**src/rtl/mmu_seq_pkg.sv**
```systemverilog
// rtl/mmu_seq_pkg.sv - shared defaults and FSM state encoding for the MMU tile sequencer
// Purpose: one place for the sequencer's default sizing and its 3-bit state encoding.
// Contents:
//   DEF_TILE_NUM_MAX  default largest legal tile count per job
//   DEF_TIMEOUT       default WAIT-cycle budget for a done pulse
//   seq_state_e       IDLE, ISSUE, WAIT, FINISH, ERROR
package mmu_seq_pkg;

  localparam int DEF_TILE_NUM_MAX = 16;
  localparam int DEF_TIMEOUT      = 64;

  localparam logic [2:0] ENC_IDLE   = 3'd0;
  localparam logic [2:0] ENC_ISSUE  = 3'd1;
  localparam logic [2:0] ENC_WAIT   = 3'd2;
  localparam logic [2:0] ENC_FINISH = 3'd3;
  localparam logic [2:0] ENC_ERROR  = 3'd4;

  typedef enum logic [2:0] {
    ST_IDLE   = ENC_IDLE,
    ST_ISSUE  = ENC_ISSUE,
    ST_WAIT   = ENC_WAIT,
    ST_FINISH = ENC_FINISH,
    ST_ERROR  = ENC_ERROR
  } seq_state_e;

endpackage

```
**src/rtl/mmu_tile_sequencer_if.sv**
```systemverilog
// rtl/mmu_tile_sequencer_if.sv - job and engine handshake bundle of the MMU tile sequencer
// Purpose: groups the controller-side job handshake and the engine-side start/done pulses.
// Signals:
//   job_valid_i, job_tiles_i[TW]   job request from the controller
//   job_ready_o                    sequencer can take a job
//   start_o, done_i                one-cycle pulses to/from the compute engine
//   tile_idx_o[IW]                 index of the tile in flight
//   busy_o, job_done_o, err_o      status back to the controller
// Modports: master = sequencer side, slave = controller/engine side.
interface mmu_tile_sequencer_if
  import mmu_seq_pkg::*;
#(
  parameter int TW = $clog2(DEF_TILE_NUM_MAX) + 1,
  parameter int IW = $clog2(DEF_TILE_NUM_MAX)
);

  logic          job_valid_i;
  logic          job_ready_o;
  logic [TW-1:0] job_tiles_i;
  logic          start_o;
  logic          done_i;
  logic [IW-1:0] tile_idx_o;
  logic          busy_o;
  logic          job_done_o;
  logic          err_o;

  modport master (
    input  job_valid_i, job_tiles_i, done_i,
    output job_ready_o, start_o, tile_idx_o, busy_o, job_done_o, err_o
  );

  modport slave (
    output job_valid_i, job_tiles_i, done_i,
    input  job_ready_o, start_o, tile_idx_o, busy_o, job_done_o, err_o
  );

endinterface

```
**src/rtl/mmu_wait_timer.sv**
```systemverilog
// rtl/mmu_wait_timer.sv - clear/enable WAIT-cycle counter with expiry flag
// Purpose: counts cycles spent waiting for the engine's done pulse.
// Ports:
//   clk, rst   clock, asynchronous active-high reset
//   clear      synchronous clear (takes priority over enable)
//   enable     count up by one
//   expired    high while the count sits at TIMEOUT-1
module mmu_wait_timer
  import mmu_seq_pkg::*;
#(
  parameter int TIMEOUT = DEF_TIMEOUT
) (
  input  logic clk,
  input  logic rst,
  input  logic clear,
  input  logic enable,
  output logic expired
);

  localparam int CW = (TIMEOUT > 1) ? $clog2(TIMEOUT) : 1;
  localparam logic [CW-1:0] LIMIT = CW'(TIMEOUT - 1);

  logic [CW-1:0] count;

  // Wrapping past LIMIT is harmless: the sequencer leaves WAIT on the
  // expired cycle and clears the counter before it waits again.
  always_ff @(posedge clk or posedge rst) begin
    if (rst) begin
      count <= '0;
    end else if (clear) begin
      count <= '0;
    end else if (enable) begin
      count <= count + CW'(1);
    end
  end

  assign expired = (count == LIMIT);

endmodule

```
**src/rtl/mmu_tile_sequencer.sv**
```systemverilog
// rtl/mmu_tile_sequencer.sv - issues one start pulse per tile and waits for each done pulse
// Purpose: accepts an N-tile job, pulses start_o per tile, waits for done_i with a
// watchdog, and reports completion or failure back to the controller.
// Ports:
//   clk, rst   clock, asynchronous active-high reset
//   bus        mmu_tile_sequencer_if.master (job handshake, start/done, status)
module mmu_tile_sequencer
  import mmu_seq_pkg::*;
#(
  parameter int TILE_NUM_MAX = DEF_TILE_NUM_MAX,
  parameter int TIMEOUT      = DEF_TIMEOUT
) (
  input logic                  clk,
  input logic                  rst,
  mmu_tile_sequencer_if.master bus
);

  localparam int TW = $clog2(TILE_NUM_MAX) + 1;
  localparam int IW = $clog2(TILE_NUM_MAX);
  localparam logic [TW-1:0] MAX_TILES = TW'(TILE_NUM_MAX);

  seq_state_e    state;
  seq_state_e    state_nxt;
  logic [TW-1:0] tile_cnt;
  logic [IW-1:0] tile_idx;
  logic          err_q;
  logic          ready_q;
  logic          start_q;
  logic          busy_q;
  logic          job_done_q;
  logic          accept;
  logic          last_tile;
  logic          timer_expired;
  logic          timer_clear;
  logic          timer_enable;

  assign accept    = (state == ST_IDLE) && bus.job_valid_i;
  // Only evaluated in WAIT, where the latched count is at least 1.
  assign last_tile = ({1'b0, tile_idx} == (tile_cnt - TW'(1)));

  // Timer runs only in WAIT and restarts from zero on every fresh wait.
  assign timer_clear  = (state != ST_WAIT);
  assign timer_enable = (state == ST_WAIT);

  mmu_wait_timer #(
    .TIMEOUT (TIMEOUT)
  ) u_wait_timer (
    .clk     (clk),
    .rst     (rst),
    .clear   (timer_clear),
    .enable  (timer_enable),
    .expired (timer_expired)
  );

  always_comb begin
    state_nxt = state;
    case (state)
      ST_IDLE: begin
        if (bus.job_valid_i) begin
          if (bus.job_tiles_i == '0) begin
            state_nxt = ST_FINISH;
          end else if (bus.job_tiles_i > MAX_TILES) begin
            state_nxt = ST_ERROR;
          end else begin
            state_nxt = ST_ISSUE;
          end
        end
      end
      ST_ISSUE: state_nxt = ST_WAIT;
      ST_WAIT: begin
        // done_i wins over a simultaneous timer expiry.
        if (bus.done_i) begin
          state_nxt = last_tile ? ST_FINISH : ST_ISSUE;
        end else if (timer_expired) begin
          state_nxt = ST_ERROR;
        end
      end
      ST_FINISH: state_nxt = ST_IDLE;
      ST_ERROR:  state_nxt = ST_IDLE;
      default:   state_nxt = ST_IDLE;
    endcase
  end

  // Outputs are registered from the next state so each one is a clean
  // flop that matches the state it decodes.
  always_ff @(posedge clk or posedge rst) begin
    if (rst) begin
      state      <= ST_IDLE;
      tile_cnt   <= '0;
      tile_idx   <= '0;
      err_q      <= 1'b0;
      ready_q    <= 1'b1;
      start_q    <= 1'b0;
      busy_q     <= 1'b0;
      job_done_q <= 1'b0;
    end else begin
      state      <= state_nxt;
      ready_q    <= (state_nxt == ST_IDLE);
      start_q    <= (state_nxt == ST_ISSUE);
      busy_q     <= (state_nxt != ST_IDLE);
      job_done_q <= (state_nxt == ST_FINISH) || (state_nxt == ST_ERROR);

      if (accept) begin
        tile_cnt <= bus.job_tiles_i;
        tile_idx <= '0;
      end else if ((state == ST_WAIT) && bus.done_i && !last_tile) begin
        tile_idx <= tile_idx + IW'(1);
      end

      // An illegal count is accepted and errors in the same edge, so the
      // set must override the clear-on-accept.
      if (state_nxt == ST_ERROR) begin
        err_q <= 1'b1;
      end else if (accept) begin
        err_q <= 1'b0;
      end
    end
  end

  assign bus.job_ready_o = ready_q;
  assign bus.start_o     = start_q;
  assign bus.tile_idx_o  = tile_idx;
  assign bus.busy_o      = busy_q;
  assign bus.job_done_o  = job_done_q;
  assign bus.err_o       = err_q;

endmodule

```
**src/flat_wrapper.sv**
```systemverilog
// flat-port wrapper written by rule: the top's interface ports become plain ports
module mmu_tile_sequencer_flat import mmu_seq_pkg::*;
#(
  parameter int TILE_NUM_MAX = DEF_TILE_NUM_MAX,
  parameter int TIMEOUT      = DEF_TIMEOUT
)
  (clk, rst, bus_job_valid_i, bus_job_tiles_i, bus_done_i, bus_job_ready_o, bus_start_o, bus_tile_idx_o, bus_busy_o, bus_job_done_o, bus_err_o);
  mmu_tile_sequencer_if #(.TW(($clog2(TILE_NUM_MAX) + 1)), .IW(($clog2(TILE_NUM_MAX)))) bus_i ();
  input logic clk;
  input logic rst;
  input wire logic [$bits(bus_i.job_valid_i)-1:0] bus_job_valid_i;
  input wire logic [$bits(bus_i.job_tiles_i)-1:0] bus_job_tiles_i;
  input wire logic [$bits(bus_i.done_i)-1:0] bus_done_i;
  output wire logic [$bits(bus_i.job_ready_o)-1:0] bus_job_ready_o;
  output wire logic [$bits(bus_i.start_o)-1:0] bus_start_o;
  output wire logic [$bits(bus_i.tile_idx_o)-1:0] bus_tile_idx_o;
  output wire logic [$bits(bus_i.busy_o)-1:0] bus_busy_o;
  output wire logic [$bits(bus_i.job_done_o)-1:0] bus_job_done_o;
  output wire logic [$bits(bus_i.err_o)-1:0] bus_err_o;
  assign bus_i.job_valid_i = bus_job_valid_i;
  assign bus_i.job_tiles_i = bus_job_tiles_i;
  assign bus_i.done_i = bus_done_i;
  assign bus_job_ready_o = bus_i.job_ready_o;
  assign bus_start_o = bus_i.start_o;
  assign bus_tile_idx_o = bus_i.tile_idx_o;
  assign bus_busy_o = bus_i.busy_o;
  assign bus_job_done_o = bus_i.job_done_o;
  assign bus_err_o = bus_i.err_o;
  mmu_tile_sequencer #(.TILE_NUM_MAX(TILE_NUM_MAX), .TIMEOUT(TIMEOUT)) u_core (.clk(clk), .rst(rst), .bus(bus_i));
endmodule
```
**config.mk**
```make
export PLATFORM = sky130hd
export DESIGN_NAME = mmu_tile_sequencer_flat
export DESIGN_NICKNAME = d
export VERILOG_FILES = /design/src/rtl/mmu_seq_pkg.sv /design/src/rtl/mmu_tile_sequencer_if.sv /design/src/rtl/mmu_wait_timer.sv /design/src/rtl/mmu_tile_sequencer.sv /design/src/flat_wrapper.sv
export SDC_FILE = /design/constraint.sdc
export NUM_CORES = 1
export LEC_CHECK = 0
export BUFFER_PORTS_ARGS = -buffer_cell sky130_fd_sc_hd__clkbuf_2
export CORE_UTILIZATION = 58
export CTS_CLUSTER_DIAMETER = 120
export DETAILED_ROUTE_END_ITERATION = 10
export PLACE_DENSITY = 0.78
export SLEW_MARGIN = 20
export SYNTH_ARGS = -nofsm -noshare
export SYNTH_HDL_FRONTEND = slang
export SYNTH_SLANG_ARGS = --single-unit
```
**constraint.sdc**
```tcl
create_clock -name clk -period 3.5 [get_ports clk]
set_clock_uncertainty 0.15 [all_clocks]
set_input_delay 0.7 -clock clk [delete_from_list [all_inputs] [get_ports clk]]
set_output_delay 0.7 -clock clk [all_outputs]
set_load 0.005 [all_outputs]
```
==> results.ini, run 1 <==
[run_status]
outcome = finished, final reports clean

[clock_network]
post_cts.resized_instances = 0
post_cts_hold_buffer_count = 0
cts_num_sinks = 23
cts.repair_timing.setup_buffer_count = 0
ctsRootBufferMaster = sky130_fd_sc_hd__clkbuf_4
clk-insertion-delay-late_ns = 0.31
cts_made_buffers = 3
tritoncts_clock_tree = yes
longest_clk_path_bufs = 2
clkTransAtPathRegs_ns = 0.13
htree_levels = 1

[pwr]
static-leakage-power_nw = 0.653
netSwitchingPower_w = 0.000329
worst_vdd_rail_ir_drop_mv = 0.410
swShare = 0.382
fin_total_pwr_w = 0.000862
part_of_the_total_power_dissipated_in_the_clock_network = 0.141
sequentialPowerShare = 0.497
power.density_cell_area_nw_per_um2 = 683
power_report.internal_total_w = 0.000533
comb_power_share = 0.362

[setup_path]
crit_path_start_kind = flip-flop
critical_path.startpoint = u_core.tile_cnt[0]$_DFFE_PP0P_
setup.worst_path.end = u_core.bus.tile_idx_o[1]$_DFFE_PP0P_
reg2reg_to = u_core.bus.tile_idx_o[1]$_DFFE_PP0P_
timing.reg2reg.setup_slack_ns = 1.54
critical_path.max_fanout = 6
cp-end-kind = flip-flop
critical_path.reg2reg.startpoint = u_core.tile_cnt[0]$_DFFE_PP0P_
r2r_cells = 6
critical_path_required_ns = 3.55
worst-endpoint-arrival_ns = 2.01
timing_worst_setup_path_type = flip-flop to flip-flop

[timing]
final_cycle_utilization_of_the_critical_path = 0.560
report.final.setup_viol = 0
period_needed_ns = 1.96
slew_headroom = 0.442
final-hold-violation-count = 0
fmaxAchievable_mhz = 510
unrepaired_setup_endpoints_after_global_routing = false
final_max_slew_viol_count = 0
timing.setup.tns_ns = 0
tightest_slew_ns = 0.837

[yosys]
synth_top_family_by_area = simple AND/OR/NAND/NOR gates
synth_xor_area_frac = 0.0695
ys_seq_area_frac = 0.509
synth_compound_gate_area_share = 0.0971
yosys.area_share.simple = 0.231
synth.mux.area_fraction = 0.0265
netlist-cell-type-count = 36
syn-cell-area_um2 = 1130
yosys_register_bits = 23
synthesis.nets = 117
post_synth_fa_ha_maj_area_fraction = 0.0331
mean_instance_size_in_the_synthesized_netlist_um2 = 10.8
postSynthCellCount = 105
yosys_warnings = 0

[detailed_routing]
viasPerCell = 5.48
drtAntennaViolNets = 0
first_iter_violations = 13
post_drt_wl_per_cell_um = 13.3
route.vias.total = 817
routed_wirelength_um = 1990
drt_first_pass_iters = 4
drt_drc_violations_left = 0

[placed_design]
gp_congestion = 0.781
detailedPlacementHpwl_um = 1490
buffer_ports.inserted = 17

[global_route]
grt_first_pass_wirelength_um = 3190
globalRouteTotalUtil = 0.218
grt_max_degree = 24
grt_antenna_before_repair = 0
grt.overflow.total = 0
grt_pass1_vias = 716

[floorplanning]
initial_core_util = 0.636
io_pins = 18
rows = 15
die_width_um = 46.2
floorplan.die.height_um = 46.2
die_area_um2 = 2140
fp.coreArea_um2 = 1780

[finish]
layout.filler_cells = 147
drive_gt1_frac = 0.250
finish.net_count = 137
insertedDiodeCount = 0
flow.area_growth_from_synthesis_pct = 11.3
layout.core_utilization = 0.707

[flow_run]
max_cap_viol_count = 0

[worst_hold_path]
hp-class = flip-flop to flip-flop

[critical path, cell delays in order (launching register included)]
cell                        delay, ns
sky130_fd_sc_hd__dfrtp_1         0.42
sky130_fd_sc_hd__inv_1           0.08
sky130_fd_sc_hd__ha_1            0.24
sky130_fd_sc_hd__o32ai_1         0.33
sky130_fd_sc_hd__o2111ai_2       0.23
sky130_fd_sc_hd__and3_1          0.23
sky130_fd_sc_hd__a31o_1          0.18
[layout by cell type (no fill, tap or decap), types with 2 or more instances in the layout]
cell	n
sky130_fd_sc_hd__dfrtp_1	22
sky130_fd_sc_hd__nand2_1	17
sky130_fd_sc_hd__clkbuf_2	17
sky130_fd_sc_hd__nor2_1	7
sky130_fd_sc_hd__inv_1	5
sky130_fd_sc_hd__xor2_1	5
sky130_fd_sc_hd__and3_1	4
sky130_fd_sc_hd__xnor2_1	4
sky130_fd_sc_hd__nand4b_1	3
sky130_fd_sc_hd__nor3_1	3
sky130_fd_sc_hd__nand3_1	3
sky130_fd_sc_hd__mux2i_1	3
sky130_fd_sc_hd__ha_1	3
sky130_fd_sc_hd__clkbuf_4	3
sky130_fd_sc_hd__a21oi_1	2
sky130_fd_sc_hd__o21ai_0	2
[cells by family (layout without fill, tap and decap cells)]
logic type | Yosys count | in the layout
and+or+nand+nor | 46 | 46
muxes | 3 | 3
AOI/OAI and AO/OA | 13 | 13
adders and majority gates | 3 | 3
xor gates and xnor gates | 9 | 9
DFF | 23 | 23
buffers and inverters | 8 | 27
[metal layers]
layer | GRT usage | vias to the layer above | wire length [um]
li1 | - | 402 | -
met1 | 0.324 | 393 | 1020
met2 | 0.296 | 20 | 872
met3 | 0.0471 | 2 | 77
met4 | 0.106 | 0 | 15
met5 | 0 | - | 0
[power groups by stage]
stage / Clock [W] / Combinational, W / Sequential, W
4_1_cts: 0.000122 / 0.000316 / 0.000428
3_3_place_gp: 0 / 0.000307 / 0.000428
2_1_floorplan: 0 / 0.000241 / 0.000419
6_report: 0.000121 / 0.000312 / 0.000428
3_5_place_dp: 0 / 0.000314 / 0.000433
5_1_grt: 0.000133 / 0.000354 / 0.000442
[how the worst min path moves through the flow]
| stage | start | to | slack [ns] | cells after the start |
|---|---|---|---|---|
| 4_1_cts | u_core.u_wait_timer.count[0]$_DFF_PP0_ | u_core.u_wait_timer.count[0]$_DFF_PP0_ | 0.33 | 1 |
| 5_1_grt | u_core.u_wait_timer.count[0]$_DFF_PP0_ | u_core.u_wait_timer.count[0]$_DFF_PP0_ | 0.35 | 1 |
| 2_1_floorplan | u_core.u_wait_timer.count[0]$_DFF_PP0_ | u_core.u_wait_timer.count[0]$_DFF_PP0_ | 0.28 | 1 |
| 3_5_place_dp | u_core.u_wait_timer.count[0]$_DFF_PP0_ | u_core.u_wait_timer.count[0]$_DFF_PP0_ | 0.31 | 1 |
| 3_3_place_gp | u_core.u_wait_timer.count[0]$_DFF_PP0_ | u_core.u_wait_timer.count[0]$_DFF_PP0_ | 0.31 | 1 |
| 6_report | u_core.u_wait_timer.count[0]$_DFF_PP0_ | u_core.u_wait_timer.count[0]$_DFF_PP0_ | 0.33 | 1 |
[Yosys cell counts, drive strengths merged]
cell type  count  area, um2
dfrtp         22        551
nand2         17       63.8
nor2           7       26.3
inv            6       22.5
and3           5       32.5
xor2           5       43.8
nor3           4       25.0
xnor2          4       35.0
a21oi          3       18.8
ha             3       37.5
mux2i          3       30.0
nand3          3       15.0
nand4b         3       26.3
o21ai          3       15.0
a21o           1       7.51
a221o          1       10.0
a31o           1       8.76
a31oi          1       6.26
and2           1       6.26
buf            1       11.3
clkbuf         1       5.00
dfstp          1       26.3
nand3b         1       7.51
nor4           1       6.26
nor4b          1       23.8
o2111ai        1       15.0
o22ai          1       20.0
o32ai          1       8.76
or2            1       6.26
or2b           1       8.76
or4b           1       13.8
[through the flow]
step	instances	instance area, um2	worst slack, ns	hold WS (ns)
CTS	149	1260	1.55	0.333
detailed placement	145	1230	1.46	0.314
finish	149	1260	1.54	0.329
global placement	145	1230	1.49	0.308
floorplan	105	1130	1.66	0.283
global route	149	1260	1.43	0.352
[sequential cells by signal, summed over array words and instances (netlist names)]
| name | flops |
|---|---|
| u_core.u_wait_timer.count | 6 |
| u_core.tile_cnt | 5 |
| u_core.bus.tile_idx_o | 4 |
| u_core.state | 3 |
| u_core.bus.busy_o | 1 |
| u_core.bus.err_o | 1 |
| u_core.bus.job_done_o | 1 |
| u_core.bus.job_ready_o | 1 |
| u_core.bus.start_o | 1 |
[layout make-up]
class,instances,area (um2),share of cell area
Sequential cell,23,577,0.457
Tap cell,25,31.3,0.0248
Timing Repair Buffer,17,85.1,0.0675
Clock inverter,1,5.00,0.00397
Inverter,6,22.5,0.0179
Multi-Input combinational cell,74,518,0.411
Clock buffer,3,22.5,0.0179
Power figures use the tool's default switching activity.
==> run 2, diff against run 1 <==
- CORE_UTILIZATION: 58 -> 54
- PLACE_DENSITY: 0.78 -> 0.74
- clock period: 3.5 -> 1.9 ns (I/O delays scaled with it)
==> run 2 against run 1 <==
  * Non-clock buffer count up 3
  * Via count up 0.86%
  * Register-to-register slack got worse by 1.5 ns
  * Hold slack lost 0.21 ns
  * First-iteration DRC count is 31% higher
  * Clock power up 89%
  * Fmax increased by 8.1%
==> results.ini, run 2 (synthesis gave the netlist of run 1 again) <==
[finish]
drive_gt1_frac = 0.283
largest_register_ffs = 6
insertedDiodeCount = 0
flow.area_growth_from_synthesis_pct = 15.7
largest_register = u_core.u_wait_timer.count
finish.net_count = 140
finish.cell_count_without_fillers = 154
multi_input_area_um2 = 538
most_frequent_standard_cell_in_the_layout_excluding_fill_and_tap_cells = sky130_fd_sc_hd__dfrtp_1
ff_latch_area_um2 = 577
layout.filler_cells = 172
layout.cells.most_common_list = sky130_fd_sc_hd__dfrtp_1, sky130_fd_sc_hd__nand2_1, sky130_fd_sc_hd__clkbuf_2, sky130_fd_sc_hd__nor2_1, sky130_fd_sc_hd__xor2_1

[placed_design]
gp_congestion = 0.865
buffer_ports.inserted = 17
detailedPlacementHpwl_um = 1610
post-place-cells = 149

[pwr]
static-leakage-power_nw = 0.666
swShare = 0.380
worst_vdd_rail_ir_drop_mv = 0.886
comb_power_share = 0.386
netSwitchingPower_w = 0.000631
sequentialPowerShare = 0.476
power.density_cell_area_nw_per_um2 = 1270
power_report.internal_total_w = 0.00103
part_of_the_total_power_dissipated_in_the_clock_network = 0.138
fin_total_pwr_w = 0.00166

[clock_network]
clkTransAtPathRegs_ns = 0.12
tritoncts_clock_tree = yes
cts_num_sinks = 23
clk-insertion-delay-late_ns = 0.31
ctsRootBufferMaster = sky130_fd_sc_hd__clkbuf_4
cts_made_buffers = 3
longest_clk_path_bufs = 2
cts.repair_timing.setup_buffer_count = 0
htree_levels = 1

[setup_path]
critical_path.max_fanout = 6
worst-endpoint-arrival_ns = 1.87
path_cells = inv_2 -> ha_4 -> nand4b_1 -> o32ai_2 -> o2111ai_2 -> nand2_1 -> a221o_1
cp-end-kind = flip-flop
crit_path_start_kind = flip-flop
critical_path_required_ns = 1.96
timing.critical_path.slowest_cell_delay_ns = 0.42
timing.critical_path.slowest_stage_cell = sky130_fd_sc_hd__dfrtp_1
timing_worst_setup_path_type = flip-flop to flip-flop

[global_route]
grt_antenna_before_repair = 0
grt_max_degree = 15
globalRouteTotalUtil = 0.211
grt_pass1_vias = 744
grt_first_pass_wirelength_um = 3220
grt.overflow.total = 0

[floorplanning]
initial_core_util = 0.578
rows = 16
io_pins = 18
die_area_um2 = 2290
die_width_um = 47.8
floorplan.die.height_um = 47.8
fp.coreArea_um2 = 1960

[timing]
slew_headroom = 0.733
tightest_slew_ns = 0.398
final-hold-violation-count = 0
unrepaired_setup_endpoints_after_global_routing = true
final_max_slew_viol_count = 0
period_needed_ns = 1.81
report.final.setup_viol = 0
final_cycle_utilization_of_the_critical_path = 0.954
fmaxAchievable_mhz = 552

[detailed_routing]
drt_first_pass_iters = 4
drtAntennaViolNets = 0
first_iter_violations = 17
post_drt_wl_per_cell_um = 12.8
route.vias.total = 824
routed_wirelength_um = 1980
drt_drc_violations_left = 0
viasPerCell = 5.35

[worst_hold_path]
hp-class = primary input to flip-flop

[run_status]
outcome = finished, final reports clean

[flow_run]
max_cap_viol_count = 0

[run 2: cell types whose count changed in the layout (fill, tap and decap cells not counted), sizes merged]
cell / before / now
buf: 0 / 2
clkinv: 1 / 0
clkinvlp: 0 / 1
dlygate4sd3: 0 / 1
[run 2: area by class of cell]
type                            count  area share
Sequential cell                    23       0.440
Multi-Input combinational cell     74       0.410
Timing Repair Buffer               20      0.0840
Tap cell                           27      0.0258
Clock buffer                        3      0.0172
Inverter                            6      0.0172
Clock inverter                      1     0.00573
[run 2: timing repair]
item / in CTS / in global routing
setup endpoints to repair: 0 / 7
gates resized for setup: 0 / 4
endpoints found under the hold margin: 9 / 0
hold buffers: 1 / 0
[run 2: layer usage]
metal,routed length (um),up-vias,GRT usage
met4,44,0,0.100
met2,889,18,0.351
met5,0,-,0
li1,-,415,-
met3,59,4,0.0340
met1,982,387,0.266
[run 2: worst paths after layout]
check	start	endpoint	slack, ns	depth (start not counted)
min	bus_job_tiles_i[3]	u_core.tile_cnt[3]$_DFFE_PP0P_	0.12	3
max	u_core.tile_cnt[0]$_DFFE_PP0P_	u_core.bus.job_done_o$_DFF_PP0_	0.09	7
max reg2reg	u_core.tile_cnt[0]$_DFFE_PP0P_	u_core.bus.job_done_o$_DFF_PP0_	0.09	7
max in group asynchronous	rst	u_core.bus.tile_idx_o[0]$_DFFE_PP0P_	0.69	4
min reg2reg	u_core.u_wait_timer.count[0]$_DFF_PP0_	u_core.u_wait_timer.count[0]$_DFF_PP0_	0.33	1
min in group asynchronous	rst	u_core.tile_cnt[4]$_DFFE_PP0P_	0.41	3
[run 2: metrics by stage]
step                cell area [um2]  setup TNS [ns]   util  setup slack, ns  hold WS [ns]
floorplan                      1130               0      -            0.152         0.231
global placement               1250               0  0.638           0.0936         0.215
detailed placement             1250               0  0.638           0.0213         0.214
CTS                            1290               0  0.658          0.00758         0.113
global route                   1310         -0.0139  0.668          -0.0139         0.114
finish                         1310               0  0.668           0.0868         0.118
[run 2: worst max-delay path, delay by kind of cell (launching register included)]
kind / cells / cell delay (ns)
AOI/OAI and AO/OA: 3 / 0.70
DFF: 1 / 0.42
and+or+nand+nor: 2 / 0.20
adders and majority gates: 1 / 0.17
buffers and inverters: 1 / 0.07
[run 2: power by group through the flow]
stage	clock network [W]	logic (W)	registers [W]
3_5_place_dp	0	0.000598	0.000793
6_report	0.000229	0.000641	0.000790
2_1_floorplan	0	0.000444	0.000771
4_1_cts	0.000235	0.000603	0.000785
3_3_place_gp	0	0.000584	0.000787
5_1_grt	0.000257	0.000724	0.000816
